File: src/rtl/fft_bf_datapath_pkg.sv
// Shared constants for the FFT butterfly datapath and its AGU partner: mode encoding,
// transform size, data formats and the common 8-slot butterfly phase map.
package fft_bf_datapath_pkg;

    localparam int unsigned AGU_MODE_WIDTH = 2;
    localparam logic [AGU_MODE_WIDTH-1:0] AGU_MODE_BF_RAM = 2'd2;

    localparam int unsigned LOG_N        = 4;
    localparam int unsigned NO_OF_POINTS = 16;

    localparam int unsigned BF_DATA_WIDTH = 16;
    localparam int unsigned BF_TW_FRAC    = 14;

    typedef logic [2:0] bf_ph_t;

    // Capture slots: the phase during which the RAM word is present on rd_data.
    localparam bf_ph_t BF_PH_BR = 3'd1;
    localparam bf_ph_t BF_PH_WR = 3'd2;
    localparam bf_ph_t BF_PH_BI = 3'd3;
    localparam bf_ph_t BF_PH_WI = 3'd4;
    localparam bf_ph_t BF_PH_AR = 3'd5;
    localparam bf_ph_t BF_PH_AI = 3'd6;

    // Write slots: the phase during which the AGU presents the matching write address.
    localparam bf_ph_t BF_PH_WR1R = 3'd7;
    localparam bf_ph_t BF_PH_WR1I = 3'd0;
    localparam bf_ph_t BF_PH_WR2R = 3'd1;
    localparam bf_ph_t BF_PH_WR2I = 3'd2;

    localparam bf_ph_t BF_PH_IDLE = 3'd7;

endpackage

File: src/rtl/fft_bf_datapath_if.sv
// Butterfly datapath bus: controller and RAM read data towards the datapath,
// write data, valid and butterfly count back towards the RAM/controller.
interface fft_bf_datapath_if #(
    parameter int unsigned DATA_WIDTH = fft_bf_datapath_pkg::BF_DATA_WIDTH
);
    import fft_bf_datapath_pkg::*;

    logic [AGU_MODE_WIDTH-1:0] c_mode;
    logic                      c_bf_start;
    logic [DATA_WIDTH-1:0]     rd_data;
    logic [DATA_WIDTH-1:0]     wr_data;
    logic                      bf_valid;
    logic [LOG_N-1:0]          bf_count;

    modport master (
        output c_mode, c_bf_start, rd_data,
        input  wr_data, bf_valid, bf_count
    );

    modport slave (
        input  c_mode, c_bf_start, rd_data,
        output wr_data, bf_valid, bf_count
    );

endinterface

File: src/rtl/fft_bf_datapath_cmul.sv
// Registered complex multiply t = b*w with the twiddle fraction shifted out (floor),
// result kept one bit wider than a RAM word.
module fft_bf_datapath_cmul #(
    parameter int unsigned DATA_WIDTH = 16,
    parameter int unsigned TW_FRAC    = 14
) (
    input  logic                         clk,
    input  logic                         rst_n,
    input  logic                         en_i,
    input  logic signed [DATA_WIDTH-1:0] br_i,
    input  logic signed [DATA_WIDTH-1:0] bi_i,
    input  logic signed [DATA_WIDTH-1:0] wr_i,
    input  logic signed [DATA_WIDTH-1:0] wi_i,
    output logic signed [DATA_WIDTH:0]   tr_o,
    output logic signed [DATA_WIDTH:0]   ti_o
);
    localparam int unsigned PW = 2 * DATA_WIDTH;
    localparam int unsigned SW = PW + 1;
    localparam int unsigned TW = DATA_WIDTH + 1;

    logic signed [PW-1:0] p_rr, p_ii, p_ri, p_ir;
    logic signed [SW-1:0] re_s, im_s;
    logic signed [TW-1:0] tr_d, ti_d, tr_q, ti_q;

    assign p_rr = PW'(br_i) * PW'(wr_i);
    assign p_ii = PW'(bi_i) * PW'(wi_i);
    assign p_ri = PW'(br_i) * PW'(wi_i);
    assign p_ir = PW'(bi_i) * PW'(wr_i);

    assign re_s = (SW'(p_rr) - SW'(p_ii)) >>> TW_FRAC;
    assign im_s = (SW'(p_ri) + SW'(p_ir)) >>> TW_FRAC;

    assign tr_d = TW'(re_s);
    assign ti_d = TW'(im_s);

    always_ff @(posedge clk or negedge rst_n) begin
        if (!rst_n) begin
            tr_q <= '0;
            ti_q <= '0;
        end else if (en_i) begin
            tr_q <= tr_d;
            ti_q <= ti_d;
        end
    end

    assign tr_o = tr_q;
    assign ti_o = ti_q;

endmodule

File: src/rtl/fft_bf_datapath.sv
// Radix-2 DIT butterfly datapath running lock-step with the AGU 8-slot butterfly cycle:
// captures br,wr,bi,wi,ar,ai from RAM and writes back r1 = a+b*w, r2 = a-b*w.
module fft_bf_datapath
    import fft_bf_datapath_pkg::*;
#(
    parameter int unsigned DATA_WIDTH = BF_DATA_WIDTH,
    parameter int unsigned TW_FRAC    = BF_TW_FRAC,
    parameter int unsigned SCALE      = 1
) (
    input  logic             controlPulse,
    input  logic             reset_n,
    fft_bf_datapath_if.slave bus
);
    localparam int unsigned TW = DATA_WIDTH + 1;
    localparam int unsigned SW = DATA_WIDTH + 2;
    localparam logic [LOG_N-1:0]     CNT_LAST = LOG_N'(NO_OF_POINTS / 2 - 1);
    localparam logic signed [SW-1:0] SAT_MAX  = {3'b000, {(DATA_WIDTH-1){1'b1}}};
    localparam logic signed [SW-1:0] SAT_MIN  = {3'b111, {(DATA_WIDTH-1){1'b0}}};

    typedef logic signed [DATA_WIDTH-1:0] word_t;

    function automatic word_t scale_sat(input logic signed [SW-1:0] v);
        logic signed [SW-1:0] s;
        s = v >>> SCALE;
        if (s > SAT_MAX) return DATA_WIDTH'(SAT_MAX);
        if (s < SAT_MIN) return DATA_WIDTH'(SAT_MIN);
        return DATA_WIDTH'(s);
    endfunction

    bf_ph_t           ph_q, ph_d;
    logic             active_q, active_d;
    logic             have_q, have_d;
    logic [LOG_N-1:0] cnt_q, cnt_d;
    word_t            br_q, br_d, wr_q, wr_d, bi_q, bi_d, wi_q, wi_d, ar_q, ar_d;
    word_t            r1r_q, r1r_d, r1i_q, r1i_d, r2r_q, r2r_d, r2i_q, r2i_d;

    logic                 bf_mode_c, run_c, cmul_en_c, win_c;
    word_t                rd_s, wr_data_c;
    logic signed [TW-1:0] tr, ti;
    logic signed [SW-1:0] ar_x, ai_x, tr_x, ti_x;

    assign bf_mode_c = (bus.c_mode == AGU_MODE_BF_RAM);
    assign run_c     = bf_mode_c && (active_q || bus.c_bf_start);
    assign cmul_en_c = run_c && (ph_q == BF_PH_AR);
    assign rd_s      = $signed(bus.rd_data);

    fft_bf_datapath_cmul #(
        .DATA_WIDTH (DATA_WIDTH),
        .TW_FRAC    (TW_FRAC)
    ) u_cmul (
        .clk   (controlPulse),
        .rst_n (reset_n),
        .en_i  (cmul_en_c),
        .br_i  (br_q),
        .bi_i  (bi_q),
        .wr_i  (wr_q),
        .wi_i  (wi_q),
        .tr_o  (tr),
        .ti_o  (ti)
    );

    // ai is consumed straight off the read bus in the same slot it arrives.
    assign ar_x = SW'(ar_q);
    assign ai_x = SW'(rd_s);
    assign tr_x = SW'(tr);
    assign ti_x = SW'(ti);

    always_comb begin
        ph_d     = ph_q;
        active_d = active_q;
        have_d   = have_q;
        cnt_d    = cnt_q;
        br_d     = br_q;
        wr_d     = wr_q;
        bi_d     = bi_q;
        wi_d     = wi_q;
        ar_d     = ar_q;
        r1r_d    = r1r_q;
        r1i_d    = r1i_q;
        r2r_d    = r2r_q;
        r2i_d    = r2i_q;
        if (!bf_mode_c) begin
            ph_d     = BF_PH_IDLE;
            active_d = 1'b0;
            have_d   = 1'b0;
            cnt_d    = '0;
        end else if (run_c) begin
            active_d = 1'b1;
            ph_d     = ph_q + 3'd1;
            case (ph_q)
                BF_PH_BR: br_d = rd_s;
                BF_PH_WR: wr_d = rd_s;
                BF_PH_BI: bi_d = rd_s;
                BF_PH_WI: wi_d = rd_s;
                BF_PH_AR: ar_d = rd_s;
                BF_PH_AI: begin
                    r1r_d  = scale_sat(ar_x + tr_x);
                    r1i_d  = scale_sat(ai_x + ti_x);
                    r2r_d  = scale_sat(ar_x - tr_x);
                    r2i_d  = scale_sat(ai_x - ti_x);
                    have_d = 1'b1;
                    cnt_d  = (cnt_q == CNT_LAST) ? '0 : cnt_q + LOG_N'(1);
                end
                default: ;
            endcase
        end
    end

    always_ff @(posedge controlPulse or negedge reset_n) begin
        if (!reset_n) begin
            ph_q     <= BF_PH_IDLE;
            active_q <= 1'b0;
            have_q   <= 1'b0;
            cnt_q    <= '0;
            br_q     <= '0;
            wr_q     <= '0;
            bi_q     <= '0;
            wi_q     <= '0;
            ar_q     <= '0;
            r1r_q    <= '0;
            r1i_q    <= '0;
            r2r_q    <= '0;
            r2i_q    <= '0;
        end else begin
            ph_q     <= ph_d;
            active_q <= active_d;
            have_q   <= have_d;
            cnt_q    <= cnt_d;
            br_q     <= br_d;
            wr_q     <= wr_d;
            bi_q     <= bi_d;
            wi_q     <= wi_d;
            ar_q     <= ar_d;
            r1r_q    <= r1r_d;
            r1i_q    <= r1i_d;
            r2r_q    <= r2r_d;
            r2i_q    <= r2i_d;
        end
    end

    // Previous butterfly's results leave in the write slots while the next one is read.
    always_comb begin
        wr_data_c = '0;
        case (ph_q)
            BF_PH_WR1R: wr_data_c = r1r_q;
            BF_PH_WR1I: wr_data_c = r1i_q;
            BF_PH_WR2R: wr_data_c = r2r_q;
            BF_PH_WR2I: wr_data_c = r2i_q;
            default:    wr_data_c = '0;
        endcase
    end

    assign win_c = (ph_q == BF_PH_WR1R) || (ph_q == BF_PH_WR1I) ||
                   (ph_q == BF_PH_WR2R) || (ph_q == BF_PH_WR2I);

    assign bus.wr_data  = wr_data_c;
    assign bus.bf_valid = active_q && have_q && win_c;
    assign bus.bf_count = cnt_q;

endmodule

File: src/flat_wrapper.sv
// flat-port wrapper written by rule: the top's interface ports become plain ports
module fft_bf_datapath_flat import fft_bf_datapath_pkg::*;
#(
    parameter int unsigned DATA_WIDTH = BF_DATA_WIDTH,
    parameter int unsigned TW_FRAC    = BF_TW_FRAC,
    parameter int unsigned SCALE      = 1
)
  (controlPulse, reset_n, bus_c_mode, bus_c_bf_start, bus_rd_data, bus_wr_data, bus_bf_valid, bus_bf_count);
  fft_bf_datapath_if #(.DATA_WIDTH(DATA_WIDTH)) bus_i ();
  input  logic controlPulse;
  input  logic reset_n;
  input wire logic [$bits(bus_i.c_mode)-1:0] bus_c_mode;
  input wire logic [$bits(bus_i.c_bf_start)-1:0] bus_c_bf_start;
  input wire logic [$bits(bus_i.rd_data)-1:0] bus_rd_data;
  output wire logic [$bits(bus_i.wr_data)-1:0] bus_wr_data;
  output wire logic [$bits(bus_i.bf_valid)-1:0] bus_bf_valid;
  output wire logic [$bits(bus_i.bf_count)-1:0] bus_bf_count;
  assign bus_i.c_mode = bus_c_mode;
  assign bus_i.c_bf_start = bus_c_bf_start;
  assign bus_i.rd_data = bus_rd_data;
  assign bus_wr_data = bus_i.wr_data;
  assign bus_bf_valid = bus_i.bf_valid;
  assign bus_bf_count = bus_i.bf_count;
  fft_bf_datapath #(.DATA_WIDTH(DATA_WIDTH), .TW_FRAC(TW_FRAC), .SCALE(SCALE)) u_core (.controlPulse(controlPulse), .reset_n(reset_n), .bus(bus_i));
endmodule
File: config.mk
export PLATFORM = sky130hd
export DESIGN_NAME = fft_bf_datapath_flat
export DESIGN_NICKNAME = d
export VERILOG_FILES = /design/src/rtl/fft_bf_datapath_pkg.sv /design/src/rtl/fft_bf_datapath_if.sv /design/src/rtl/fft_bf_datapath_cmul.sv /design/src/rtl/fft_bf_datapath.sv /design/src/flat_wrapper.sv
export SDC_FILE = /design/constraint.sdc
export NUM_CORES = 2
export LEC_CHECK = 0
export ABC_AREA = 0
export CORE_MARGIN = 5
export CORE_UTILIZATION = 29
export DETAILED_ROUTE_END_ITERATION = 10
export HOLD_SLACK_MARGIN = 0.15
export PLACE_DENSITY_LB_ADDON = 0.05
export SYNTH_ARGS = -nofsm -noshare
export SYNTH_HDL_FRONTEND = slang
export SYNTH_SLANG_ARGS = --single-unit
File: constraint.sdc
create_clock -name controlPulse -period 7.51 [get_ports controlPulse]
set_input_delay 1.1265 -clock controlPulse [delete_from_list [all_inputs] [get_ports controlPulse]]
set_output_delay 1.1265 -clock controlPulse [all_outputs]
set_load 0.02 [all_outputs]
## After elaboration in Yosys (flattened, before gate mapping)

Index checks and enable logic that the tools add are counted.

| storage, ports and cells | value |
|---|---|
| flip-flop bits (word level) | 187 |
| RAM bits | 0 |
| output and inout port bits | 21 |
| input bits | 21 |
| memories kept | 0 |
| ROM bits | 0 |
| logic and storage cells | 126 |
| latch bits | 0 |

| cells by class | value |
|---|---|
| multiply operators | 4 |
| bitwise gates (word level) | 0 |
| magnitude comparators | 8 |
| shifts and indexed selects | 0 |
| add/sub/neg operators | 8 |
| div/mod/pow operators | 0 |
| multiplexer cells | 64 |
| equal/unequal tests | 11 |
| reductions and logical operators | 16 |

Operators by type and width:

| kind | number |
|---|---|
| $mux 16 | 16 |
| $mul 16x16->31 | 4 |
| $gt 17x16->1 const B | 4 |
| $lt 17x16->1 const B | 4 |
| $pmux 16 s4 | 1 |
| $mux 1 | 41 |
| $add 16x17->18 | 2 |
| $sub 16x17->18 | 2 |
| $add 31x31->31 | 1 |
| $sub 31x31->31 | 1 |
| $reduce_and 3->1 | 6 |
| $mux 4 | 4 |
| $eq 3x3->1 const B | 4 |
| $eq 3x2->1 const B | 2 |
| $mux 3 | 2 |
| $add 4x1->4 const B | 1 |
| $eq 4x3->1 const B | 1 |
| $logic_and 1x1->1 | 4 |
| $logic_or 1x1->1 | 4 |
| $ne 2x2->1 const B | 2 |
| $add 3x1->3 const B | 1 |
| $eq 3x1->1 const B | 1 |
| $logic_not 3->1 | 1 |
| $eq 2x2->1 const B | 1 |
| $reduce_and 2->1 | 1 |

## Longest topological paths before layout

| depth | value |
|---|---|
| word-level depth | 12 |
| gate-level depth with buffers | 28 |
| mapped depth without buffers | 27 |

## Cells and area by module

A second synthesis with hierarchy kept.

| unflattened totals | value |
|---|---|
| cell total of the unflattened synthesis | 5253 |
| area, all modules | 49551.3 µm² |

By module, submodules not included:

| module | area each (µm²) | times used | cells each | sequential area each (µm²) |
|---|---|---|---|---|
| fft_bf_datapath_cmul | 39407.8 | 1 | 4181 | 850.8 |
| fft_bf_datapath | 10143.5 | 1 | 1072 | 3832.4 |

## Worst setup path before layout

OpenSTA, ideal clock, no wires.

| path | value |
|---|---|
| path kind | reg2reg |
| start | register u_core.bi_q[15] |
| end | register u_core.u_cmul.tr_q[15], in the netlist u_core.u_cmul.tr_o[15] |
| stages on the path, launching flop included | 27 |
| path buffers | 2 |
| arrival | 7455 ps |
| data required time | 7377 ps |
| path slack | -78 ps |
| period minus slack after synthesis | 7588 ps |
| library setup time | 133 ps |
| cells stage by stage | dfrtp_1 buf_1 clkbuf_1 nand2_1 inv_1 fa_1 fa_1 inv_1 fa_1 fa_1 inv_1 fa_1 inv_1 fa_1 fa_1 inv_1 fa_1 inv_1 ha_1 and3_1 and2_1 a221oi_1 a31oi_1 a21o_1 a21oi_1 xor2_1 o21ai_0 |

| on the way | value |
|---|---|
| longest elaborated chain between the ends | 2 |

RTL lines:

| what | line | source |
|---|---|---|
| start: declaration | fft_bf_datapath.sv:34 | `word_t br_q, br_d, wr_q, wr_d, bi_q, bi_d, wi_q, wi_d, ar_q, ar_d;` |
| start signal: assignment | fft_bf_datapath.sv:131 | `bi_q <= bi_d;` |
| $mul 16x16->31 | fft_bf_datapath_cmul.sv:26 | `assign p_ii = PW'(bi_i) * PW'(wi_i);` |
| $sub 31x31->31 | fft_bf_datapath_cmul.sv:30 | `assign re_s = (SW'(p_rr) - SW'(p_ii)) >>> TW_FRAC;` |
| end signal: assignment | fft_bf_datapath_cmul.sv:41 | `tr_q <= tr_d;` |
| end: declaration | fft_bf_datapath_cmul.sv:23 | `logic signed [TW-1:0] tr_d, ti_d, tr_q, ti_q;` |

Every way passes these cells.
A chain may end at the register's enable or synchronous reset.

## Worst setup path after layout

| path | value |
|---|---|
| start | register u_core.wr_q[4] |
| end | register u_core.u_cmul.tr_q[14], in the netlist u_core.u_cmul.tr_o[14] |

| on the way | value |
|---|---|
| longest elaborated chain between the ends | 2 |

RTL lines:

| what | line | source |
|---|---|---|
| start: declaration | fft_bf_datapath.sv:34 |  |
| start signal: assignment | fft_bf_datapath.sv:130 | `wr_q <= wr_d;` |
| $mul 16x16->31 | fft_bf_datapath_cmul.sv:25 | `assign p_rr = PW'(br_i) * PW'(wr_i);` |
| $sub 31x31->31 | fft_bf_datapath_cmul.sv:30 |  |

Every way passes these cells.

==> impl_metrics.py <==
metrics = {
    "finish": {
        "final_cells": 7673,
        "layout-drive-gt1-share": 0.124,
        "nets": 6943,
        "syn2layout_area_growth_pct": 14.6,
    },
    "clock_network": {
        "clk-insertion-delay-late_ps": 570,
        "cts_sinks": 187,
        "htreeDepth": 4,
        "cts_buffer_depth": 2,
        "cts_tree": "yes",
        "numCtsBuffers": 17,
        "cts-root-buf": "clkbuf_16",
        "clk_pin_slew_worst_paths_ps": 90,
        "cts_hold_buf": 0,
    },
    "logic_synthesis": {
        "yosysWarnings": 0,
        "synth_cells": 5251,
        "yosys.area_share.simple": 0.131,
        "syn-num-nets": 6758,
        "synth-adder-area-share": 0.549,
        "synthArstFlopShare": 1.00,
        "yosysTopAreaCellShare": 0.455,
        "synth_most_common_cell": "inv_1",
        "synth_ff_type": "dfrtp_1",
        "synth_edf_count": 0,
        "ys_ff_latch": 187,
        "syn-mean-instance-area_um2": 9.41,
        "synth_xor_area_frac": 0.0266,
        "synth_top_family_by_area": "adder cells",
        "synthMuxAreaShare": 0.0187,
        "yosysSeqAreaShare": 0.0948,
        "ys_types": 96,
        "synth_area_um2": 49400,
        "synth_compound_area_frac": 0.0558,
        "synthTopCellsByArea": "fa_1 (46%), inv_1 (10%), dfrtp_1 (9.3%)",
        "ys_top_cells_by_count": "inv_1 (1347), fa_1 (1123), nand2_1 (648)",
        "yosys.area.top_type": "fa_1",
    },
    "critical_path": {
        "cp.required_ps": 7920,
        "crit_fanout": 8,
        "endpoint": "u_core.u_cmul.tr_o[14]$_DFFE_PN0P_",
        "r2r-end": "u_core.u_cmul.tr_o[14]$_DFFE_PN0P_",
        "startpoint_type": "flip-flop",
        "crit_start": "u_core.wr_q[4]$_DFFE_PN0P_",
        "timing.rr.start": "u_core.wr_q[4]$_DFFE_PN0P_",
        "r2r_setup_slack_ps": 60,
        "path_class": "flip-flop to flip-flop",
        "cp_common_cell": "fa_1",
        "critPathCaptureType": "flip-flop",
        "cp.arrival_ps": 7860,
        "rr_worst_depth": 29,
        "crit_path_max_incr_delay_ps": 590,
        "crit_slowest_cell": "fa_2",
    },
    "routing": {
        "drtPass1Iterations": 5,
        "drc": 0,
        "antenna_left": 0,
        "vias": 34100,
        "first_iter_violations": 1604,
        "via_per_inst": 4.44,
        "wl_per_cell_um": 22.0,
        "wirelength_mm": 169,
    },
    "timing": {
        "maxClockFrequency_mhz": 134,
        "period_minus_slack_ps": 7450,
        "fin_skew_ps": 44.0,
        "finalSetupViolCount": 0,
        "holdWs_ps": 494,
        "slew_headroom": 0.269,
        "worst_pin_slew_ps": 1100,
        "maxSlewViolCount": 0,
        "rsz0062_at_grt": "yes",
        "tns_ps": 0,
        "hold_viol": 0,
        "finalCritPeriodShare": 0.992,
    },
    "global_routing": {
        "grt_overflow_total": 0,
        "first_global_vias": 37600,
        "grt_pass1_wl_mm": 254,
        "track_usage": 0.194,
        "antenna_found_initial": 26,
        "grt_max_degree": 56,
    },
    "die": {
        "ioPinCount": 42,
        "die_x_um": 423,
        "die_h_um": 423,
        "die-area_um2": 179000,
        "core_um2": 169000,
        "initial_core_util": 0.291,
        "placementRows": 151,
    },
    "flow_run": {
        "maxCapViolations": 0,
    },
    "placement": {
        "dp.final_hpwl_mm": 140,
        "io_buffers": 41,
        "dp.cells": 7594,
        "place.gp.congestion": 0.801,
    },
    "power": {
        "ir_drop_v": 0.000734,
        "power_density_nw_per_um2": 283,
        "leakage_nw": 27.8,
    },
    "status": {
        "status": "completed",
    },
    "hold_path": {
        "hold_class": "flip-flop to flip-flop",
    },
}
==> final cells by class <==
type,count,area (µm²)
diodes,6,15.0
multi-input cells,3453,39000
inverters,1352,5080
flip-flops and latches,187,4710
fillers,17700,113000
clock inverters,15,229
well taps,2218,2780
clock buffers,17,425
repair buffers,425,4360
==> worst min-delay path by stage <==
stage,from,endpoint,slack (ps),depth (start not counted)
final,u_core.r1r_q[5]$_DFFE_PN0P_,u_core.r1r_q[5]$_DFFE_PN0P_,490,2
after global routing,u_core.r2i_q[15]$_DFFE_PN0P_,u_core.r2i_q[15]$_DFFE_PN0P_,520,2
after CTS,u_core.r2r_q[15]$_DFFE_PN0P_,u_core.r2r_q[15]$_DFFE_PN0P_,500,2
after detailed placement,u_core.r2r_q[15]$_DFFE_PN0P_,u_core.r2r_q[15]$_DFFE_PN0P_,470,2
after global placement,u_core.r2r_q[15]$_DFFE_PN0P_,u_core.r2r_q[15]$_DFFE_PN0P_,460,2
after floorplan,u_core.r2r_q[15]$_DFFE_PN0P_,u_core.r2r_q[15]$_DFFE_PN0P_,450,2
==> per-layer routing <==
metal / share of wire / global-route usage
met2: 0.49 / 0.327
met4: 0.023 / 0.0444
met1: 0.46 / 0.269
met5: 0.00019 / 0
met3: 0.034 / 0.0207
==> logic make-up (layout without fill, tap and decap cells) <==
kind of cell    Yosys count  after routing
simple gates           1335           1335
mux                      82             82
other cells               0              6
xor+xnor                147            147
compound gates          392            392
buf+inv                1611           1809
fa+ha+maj              1497           1497
flops                   187            187
==> cell usage in the layout, fill, tap and decap left out, types with 19 or more instances in the layout <==
cell type / Yosys / layout
clkbuf_16: 0 / 20
nand2b_1: 32 / 31
nand2_1: 648 / 636
nor2_1: 109 / 108
fa_1: 1123 / 1105
nor3_1: 23 / 21
a22o_1: 19 / 19
ha_1: 363 / 353
xnor2_1: 108 / 105
xor2_1: 37 / 36
dfrtp_1: 184 / 166
a22oi_1: 32 / 32
buf_6: 6 / 24
a21oi_1: 69 / 64
inv_1: 1347 / 1330
o21ai_0: 97 / 88
clkdlybuf4s50_1: 0 / 39
buf_12: 0 / 72
and2_1: 441 / 434
a21o_1: 27 / 27
nor2b_1: 23 / 23
mux2_2: 81 / 81
buf_4: 5 / 282
==> repair_timing <==
| action | in CTS | in global routing |
|---|---|---|
| cloned | 0 | 3 |
| gates resized for setup | 46 | 117 |
| buffers inserted | 4 | 36 |
| hold endpoints to repair | 0 | 0 |
| endpoints found under the setup margin | 19 | 27 |
| pin swaps | 24 | 85 |
==> worst max-delay path, delay by kind of cell (launching register included) <==
| family | cells | cell delay, ps |
|---|---|---|
| adder cells (fa/ha/maj) | 9 | 4370 |
| buffers and inverters | 11 | 1300 |
| AND/OR/NAND/NOR | 4 | 610 |
| AO/OA/AOI/OAI | 4 | 500 |
| flip-flops | 1 | 420 |
| XOR/XNOR | 1 | 120 |
==> per-stage QoR <==
stage           util  cell area [µm²]  power (W)  setup WS (ps)
3_5_place_dp   0.324            54900     0.0141           -449
2_1_floorplan      -            49400    0.00866           68.6
4_1_cts        0.329            55700     0.0156           -126
5_1_grt        0.334            56600     0.0176           -220
6_report       0.334            56600     0.0160           58.3
3_3_place_gp   0.324            54900     0.0141           -468
==> power breakdown <==
group / internal, W / total, W / switching (W) / leakage [nW]
logic: 0.00601 / 0.0133 / 0.00731 / 25.0
clock network: 0.000477 / 0.00112 / 0.000640 / 0.316
registers: 0.00127 / 0.00156 / 0.000294 / 2.43
total: 0.00776 / 0.0160 / 0.00824 / 27.8
==> state kept, by name, indices dropped and copies added (netlist names) <==
| name | count |
|---|---|
| u_core.r1i_q | 16 |
| u_core.r2i_q | 16 |
| u_core.ph_q | 3 |
| u_core.br_q | 16 |
| u_core.wi_q | 16 |
| u_core.bus.bf_count | 4 |
| u_core.active_q | 1 |
| u_core.r1r_q | 16 |
| u_core.u_cmul.tr_o | 17 |
| u_core.r2r_q | 16 |
| u_core.wr_q | 16 |
| u_core.u_cmul.ti_o | 17 |
| u_core.ar_q | 16 |
| u_core.have_q | 1 |
| u_core.bi_q | 16 |
No activity file was read; power rests on OpenSTA's default activity.
